`src/rtl/data_mem_ctrl_if.sv`:
```
// Core-side request/response handshake for the data memory controller.
// The core drives the request fields; the controller returns ready, load data and store completion.
interface data_mem_ctrl_if #(
    parameter int AW = 8,
    parameter int W  = 8
);
    logic          req_valid;
    logic          req_we;
    logic [AW-1:0] req_addr;
    logic [W-1:0]  req_wdata;
    logic          req_ready;
    logic          rsp_valid;
    logic [W-1:0]  rsp_data;
    logic          wr_done;

    modport master (
        output req_valid, req_we, req_addr, req_wdata,
        input  req_ready, rsp_valid, rsp_data, wr_done
    );

    modport slave (
        input  req_valid, req_we, req_addr, req_wdata,
        output req_ready, rsp_valid, rsp_data, wr_done
    );
endinterface

```
`src/rtl/data_mem_ctrl.sv`:
```
// Data memory initiator: one load/store at a time, owns the free-running 4-phase counter,
// holds stores until the memory's write phase and returns registered load data.
module data_mem_ctrl #(
    parameter  int N  = 256,
    parameter  int W  = 8,
    localparam int AW = $clog2(N)
) (
    input  logic          CLK,
    input  logic          init_n,
    data_mem_ctrl_if.slave bus,
    output logic [1:0]    Counter,
    output logic [AW-1:0] DataAddr,
    output logic          ReadMem,
    output logic          WriteMem,
    output logic [W-1:0]  DataIn,
    input  logic [W-1:0]  DataOut
);
    typedef enum logic [1:0] {S_IDLE, S_RD_ISSUE, S_RD_CAPTURE, S_WR_WAIT} state_t;

    state_t        r_state, w_next;
    logic [1:0]    r_phase;
    logic [AW-1:0] r_addr;
    logic [W-1:0]  r_wdata;
    logic [W-1:0]  r_rsp_data;
    logic          r_rsp_valid;
    logic          r_wr_done;
    logic          w_ready, w_accept, w_commit, w_rd, w_wr;

    always_ff @(posedge CLK or negedge init_n) begin
        if (!init_n) begin
            r_state <= S_IDLE;
            r_phase <= 2'd0;
        end else begin
            r_state <= w_next;
            r_phase <= r_phase + 2'd1;
        end
    end

    always_comb begin
        w_next   = r_state;
        w_ready  = 1'b0;
        w_rd     = 1'b0;
        w_wr     = 1'b0;
        w_commit = 1'b0;
        case (r_state)
            S_IDLE: begin
                w_ready = init_n;
                if (bus.req_valid && init_n)
                    w_next = bus.req_we ? S_WR_WAIT : S_RD_ISSUE;
            end
            S_RD_ISSUE: begin
                w_rd   = 1'b1;
                w_next = S_RD_CAPTURE;
            end
            S_RD_CAPTURE: w_next = S_IDLE;
            S_WR_WAIT: begin
                w_wr = 1'b1;
                // Memory writes on the edge that leaves phase 2
                if (r_phase == 2'd2) begin
                    w_commit = 1'b1;
                    w_next   = S_IDLE;
                end
            end
            default: w_next = S_IDLE;
        endcase
    end

    assign w_accept = w_ready & bus.req_valid;

    always_ff @(posedge CLK or negedge init_n) begin
        if (!init_n) begin
            r_addr      <= '0;
            r_wdata     <= '0;
            r_rsp_data  <= '0;
            r_rsp_valid <= 1'b0;
            r_wr_done   <= 1'b0;
        end else begin
            if (w_accept) begin
                r_addr  <= bus.req_addr;
                r_wdata <= bus.req_wdata;
            end
            if (r_state == S_RD_CAPTURE)
                r_rsp_data <= DataOut;
            r_rsp_valid <= (r_state == S_RD_CAPTURE);
            r_wr_done   <= w_commit;
        end
    end

    assign bus.req_ready = w_ready;
    assign bus.rsp_valid = r_rsp_valid;
    assign bus.rsp_data  = r_rsp_data;
    assign bus.wr_done   = r_wr_done;
    assign Counter       = r_phase;
    assign DataAddr      = r_addr;
    assign DataIn        = r_wdata;
    assign ReadMem       = w_rd;
    assign WriteMem      = w_wr;
endmodule

```
`src/flat_wrapper.sv`:
```
// flat-port wrapper written by rule: the top's interface ports become plain ports
module data_mem_ctrl_flat 
#(
    parameter  int N  = 256,
    parameter  int W  = 8,
    localparam int AW = $clog2(N)
)
  (CLK, init_n, Counter, DataAddr, ReadMem, WriteMem, DataIn, DataOut, bus_req_valid, bus_req_we, bus_req_addr, bus_req_wdata, bus_req_ready, bus_rsp_valid, bus_rsp_data, bus_wr_done);
  data_mem_ctrl_if #(.W(W)) bus_i ();
  input  logic CLK;
  input  logic init_n;
  output logic [1:0] Counter;
  output logic [AW-1:0] DataAddr;
  output logic ReadMem;
  output logic WriteMem;
  output logic [W-1:0] DataIn;
  input  logic [W-1:0] DataOut;
  input wire logic [$bits(bus_i.req_valid)-1:0] bus_req_valid;
  input wire logic [$bits(bus_i.req_we)-1:0] bus_req_we;
  input wire logic [$bits(bus_i.req_addr)-1:0] bus_req_addr;
  input wire logic [$bits(bus_i.req_wdata)-1:0] bus_req_wdata;
  output wire logic [$bits(bus_i.req_ready)-1:0] bus_req_ready;
  output wire logic [$bits(bus_i.rsp_valid)-1:0] bus_rsp_valid;
  output wire logic [$bits(bus_i.rsp_data)-1:0] bus_rsp_data;
  output wire logic [$bits(bus_i.wr_done)-1:0] bus_wr_done;
  assign bus_i.req_valid = bus_req_valid;
  assign bus_i.req_we = bus_req_we;
  assign bus_i.req_addr = bus_req_addr;
  assign bus_i.req_wdata = bus_req_wdata;
  assign bus_req_ready = bus_i.req_ready;
  assign bus_rsp_valid = bus_i.rsp_valid;
  assign bus_rsp_data = bus_i.rsp_data;
  assign bus_wr_done = bus_i.wr_done;
  data_mem_ctrl #(.N(N), .W(W)) u_core (.CLK(CLK), .init_n(init_n), .bus(bus_i), .Counter(Counter), .DataAddr(DataAddr), .ReadMem(ReadMem), .WriteMem(WriteMem), .DataIn(DataIn), .DataOut(DataOut));
endmodule
```
`config.mk`:
```
export PLATFORM = sky130hd
export DESIGN_NAME = data_mem_ctrl_flat
export DESIGN_NICKNAME = d
export VERILOG_FILES = /design/src/rtl/data_mem_ctrl_if.sv /design/src/rtl/data_mem_ctrl.sv /design/src/flat_wrapper.sv
export SDC_FILE = /design/constraint.sdc
export NUM_CORES = 1
export LEC_CHECK = 0
export ABC_AREA = 1
export BUFFER_PORTS_ARGS = -buffer_cell sky130_fd_sc_hd__buf_2
export CAP_MARGIN = 20
export CORE_UTILIZATION = 30
export DETAILED_ROUTE_END_ITERATION = 8
export SKIP_CTS_REPAIR_TIMING = 1
export SLEW_MARGIN = 30
export SYNTH_ARGS = -nofsm -noshare
export SYNTH_HDL_FRONTEND = slang
export SYNTH_SLANG_ARGS = --single-unit
```
`constraint.sdc`:
```
create_clock -name CLK -period 1.2 [get_ports CLK]
set_clock_uncertainty 0.2 [all_clocks]
set_input_delay 0.06 -clock CLK [delete_from_list [all_inputs] [get_ports CLK]]
set_output_delay 0.06 -clock CLK [all_outputs]
set_load 0.005 [all_outputs]
```
==> results.sh <==
export IMPL_rows=23
export IMPL_worst_setup_path_type="flip-flop to output port"
export IMPL_synthFlopType="dfrtp_1"
export IMPL_fin_crit_sh_pct=117
export IMPL_dpl_cell_count=238
export IMPL_finalPower_mw=3.33
export IMPL_p_clk_share_pct=29.5
export IMPL_synth_top_area_share_pct=59.5
export IMPL_drc=0
export IMPL_ant_nets=0
export IMPL_drt_wl_total_um=3230
export IMPL_cp_slowest_cell="dfrtp_2"
export IMPL_hpwl_um=2040
export IMPL_clkTransAtPathRegs_ps=70
export IMPL_synth_fp_nets=156
export IMPL_fillers=390
export IMPL_leakagePower_nw=1.15
export IMPL_clk_path_buf_depth=2
export IMPL_violations="negative setup slack"
export IMPL_area_growth_pct=64.9
export IMPL_fin_nets=256
export IMPL_maxClockFrequency_mhz=712
export IMPL_cts_buffers=5
export IMPL_critPathMaxStageDelay_ps=450
export IMPL_synth_ff_latch_count=30
export IMPL_cts_root_buffer="clkbuf_8"
export IMPL_synth_commonest_cells="46 x nand2_1, 30 x dfrtp_1, 17 x nand3_1, 13 x nand2_2, 5 x inv_1"
export IMPL_antenna_found_initial=0
export IMPL_post_route_min_period_ps=1410
export IMPL_combinationalPowerShare_pct=27.8
export IMPL_core_sq_mm=0.00403
export IMPL_grtUsageTotal_pct=13.2
export IMPL_hold_class="primary input to flip-flop"
export IMPL_yosysTopAreaCell="dfrtp_1"
export IMPL_rsz0062_at_grt="yes"
export IMPL_synth_area_sq_mm=0.00126
export IMPL_async_flop_share_pct=100
export IMPL_dieArea_sq_mm=0.00447
export IMPL_synth_edf_count=0
export IMPL_power_frac_seq_pct=42.7
export IMPL_grt_pass1_wl_um=4230
export IMPL_dr_total_vias=1174
export IMPL_dpl_cell_area_sq_mm=0.00163
export IMPL_powerDensity_mw_per_mm2=1600
export IMPL_grt_max_degree=31
export IMPL_max_cap_violations=0
export IMPL_yosysWarnings=0
export IMPL_slew_headroom_pct=74.7
export IMPL_netlist_top_cells_area="dfrtp_1 59%, nand2_1 14%, nand3_1 6.7%"
export IMPL_synth_avg_cell_area_sq_um=9.94
export IMPL_status="finished, violations left"
export IMPL_route_met3_wl_um=132
export IMPL_die_w_um=66.9
export IMPL_tightest_slew_ps=380
export IMPL_critPathLaunchType="flip-flop"
export IMPL_wl_met2_um=1660
export IMPL_start_util_pct=31.3
export IMPL_netSwitchingFraction_pct=29.3
export IMPL_overflow=0
export IMPL_drive_gt1_share_pct=46.5
export IMPL_wire_per_inst_um=11.6
export IMPL_portBuffers=58
export IMPL_routabilityCongestion=0.703
export IMPL_htreeDepth=2
export IMPL_setup_violations=28
export IMPL_insertedDiodeCount=0
export IMPL_required_ps=940
export IMPL_vias_per_cell=4.22
export IMPL_met1Wirelength_um=1370
export IMPL_synth_most_common_cell="nand2_1"
export IMPL_stdcell_count=278
export IMPL_cts_tree="yes"
export IMPL_worst_slack_ps=-205
export IMPL_reg2reg_slack_ps=-140
export IMPL_drt_iter0_drc=40
export IMPL_cts_sinks=30
export IMPL_peakVddDrop_uv=604
export IMPL_crit_path_cell_trace="buf_6, nor3b_2, buf_2"
export IMPL_post_route_util_pct=51.7
export IMPL_die_y_um=66.9
export IMPL_arrival_ps=1150
export IMPL_grt_pass1_vias=943
export IMPL_cp_max_fo=3
export IMPL_drt_pre_antenna_iters=4
export IMPL_synth_cell_type_count=18
export IMPL_highest_layer="met4"
export IMPL_fin_area_sq_mm=0.00208
export IMPL_switching_power_mw=0.975
export IMPL_slew_viol_final=0
export IMPL_synth_seq_area_share_pct=59.5
export IMPL_p_int_mw=2.35
export IMPL_crit_path_end_kind="output port"
export IMPL_clock_latency_ps=280
export IMPL_timing_final_hold_violations=0
export IMPL_netlist_instances=127
export IMPL_num_io_pins=59
worst max-delay path: cells and delay by family (launching register included):
| kind | cells | cell delay [ps] |
|---|---|---|
| buffers and inverters | 2 | 280 |
| flip-flops | 1 | 450 |
| AND/OR/NAND/NOR | 1 | 140 |
path summary, 6_finish.rpt:
kind                                         from                     end  cells after the start
worst max-delay path            u_core.r_state[1]           bus_req_ready                      3
worst min-delay path                bus_req_valid      u_core.DataAddr[7]                      5
worst min register to register  u_core.Counter[0]       u_core.Counter[0]                      1
worst max register to register  u_core.r_state[0]        u_core.DataIn[6]                      5
min in group asynchronous                  init_n  u_core.bus.rsp_data[1]                      3
max in group asynchronous                  init_n       u_core.r_state[0]                      3
final cells by class:
type | instances | area, sq um | share of cell area (%)
well taps | 50 | 62.6 | 3.00
multi-input cells | 86 | 465 | 22.4
flip-flops and latches | 30 | 753 | 36.2
repair buffers | 96 | 657 | 31.6
inverters | 8 | 35.0 | 1.68
clock inverters | 3 | 40.0 | 1.92
clock buffers | 5 | 68.8 | 3.31
per-layer routing:
metal  vias to the layer above  track usage [%]
met5                         -                0
met4                         0             6.38
met3                         7             4.45
met2                        32             20.5
met1                       538             16.2
li1                        597                -
per-stage QoR:
step / TNS, ps / hold WS [ps] / worst slack (ps)
global placement: -231 / -49.2 / -17.1
global route: -4790 / 60.0 / -265
floorplan: -554 / -436 / -64.2
finish: -3300 / 48.1 / -205
detailed placement: -633 / -43.2 / -62.6
CTS: -1810 / -349 / -325
power by group through the flow:
stage | sequential (mW) | clock, mW | combinational, mW
CTS | 1.42 | 1.02 | 0.800
global route | 1.44 | 1.06 | 1.05
detailed placement | 1.44 | 0 | 0.795
finish | 1.42 | 0.981 | 0.927
floorplan | 1.45 | 0 | 0.376
global placement | 1.43 | 0 | 0.788
layout by cell type (no fill, tap or decap):
| cell type | netlist | final |
|---|---|---|
| nand2_1 | 46 | 45 |
| buf_6 | 2 | 1 |
| buf_4 | 0 | 10 |
| clkinv_2 | 0 | 2 |
| dfrtp_2 | 0 | 2 |
| nor2_8 | 1 | 1 |
| dfrtp_1 | 30 | 28 |
| bufinv_16 | 0 | 1 |
| inv_2 | 2 | 2 |
| clkbuf_8 | 0 | 5 |
| ha_2 | 0 | 1 |
| buf_12 | 1 | 1 |
| nand3_1 | 17 | 17 |
| nor3b_2 | 0 | 1 |
| nand2_4 | 1 | 1 |
| inv_1 | 5 | 4 |
| buf_2 | 1 | 58 |
| dlygate4sd3_1 | 0 | 26 |
| inv_4 | 1 | 2 |
| o21ai_2 | 1 | 2 |
| nor2_1 | 2 | 2 |
| nand2_8 | 1 | 2 |
| nand2_2 | 13 | 14 |
state kept, by name, summed over array words and instances, names as in the netlist:
register              count
u_core.r_state            2
u_core.Counter            2
u_core.bus.rsp_valid      1
u_core.bus.rsp_data       8
u_core.DataAddr           8
u_core.bus.wr_done        1
u_core.DataIn             8
kinds of logic (layout without fill, tap and decap cells):
| family | Yosys count | count (layout) | synth area share (%) |
|---|---|---|---|
| adder cells (fa/ha/maj) | 1 | 1 | 0.991 |
| flip-flops | 30 | 30 | 59.5 |
| AND/OR/NAND/NOR | 82 | 83 | 32.1 |
| AO/OA/AOI/OAI | 2 | 2 | 1.09 |
| buffers and inverters | 12 | 112 | 6.34 |
(Power assumes the default switching activity.)
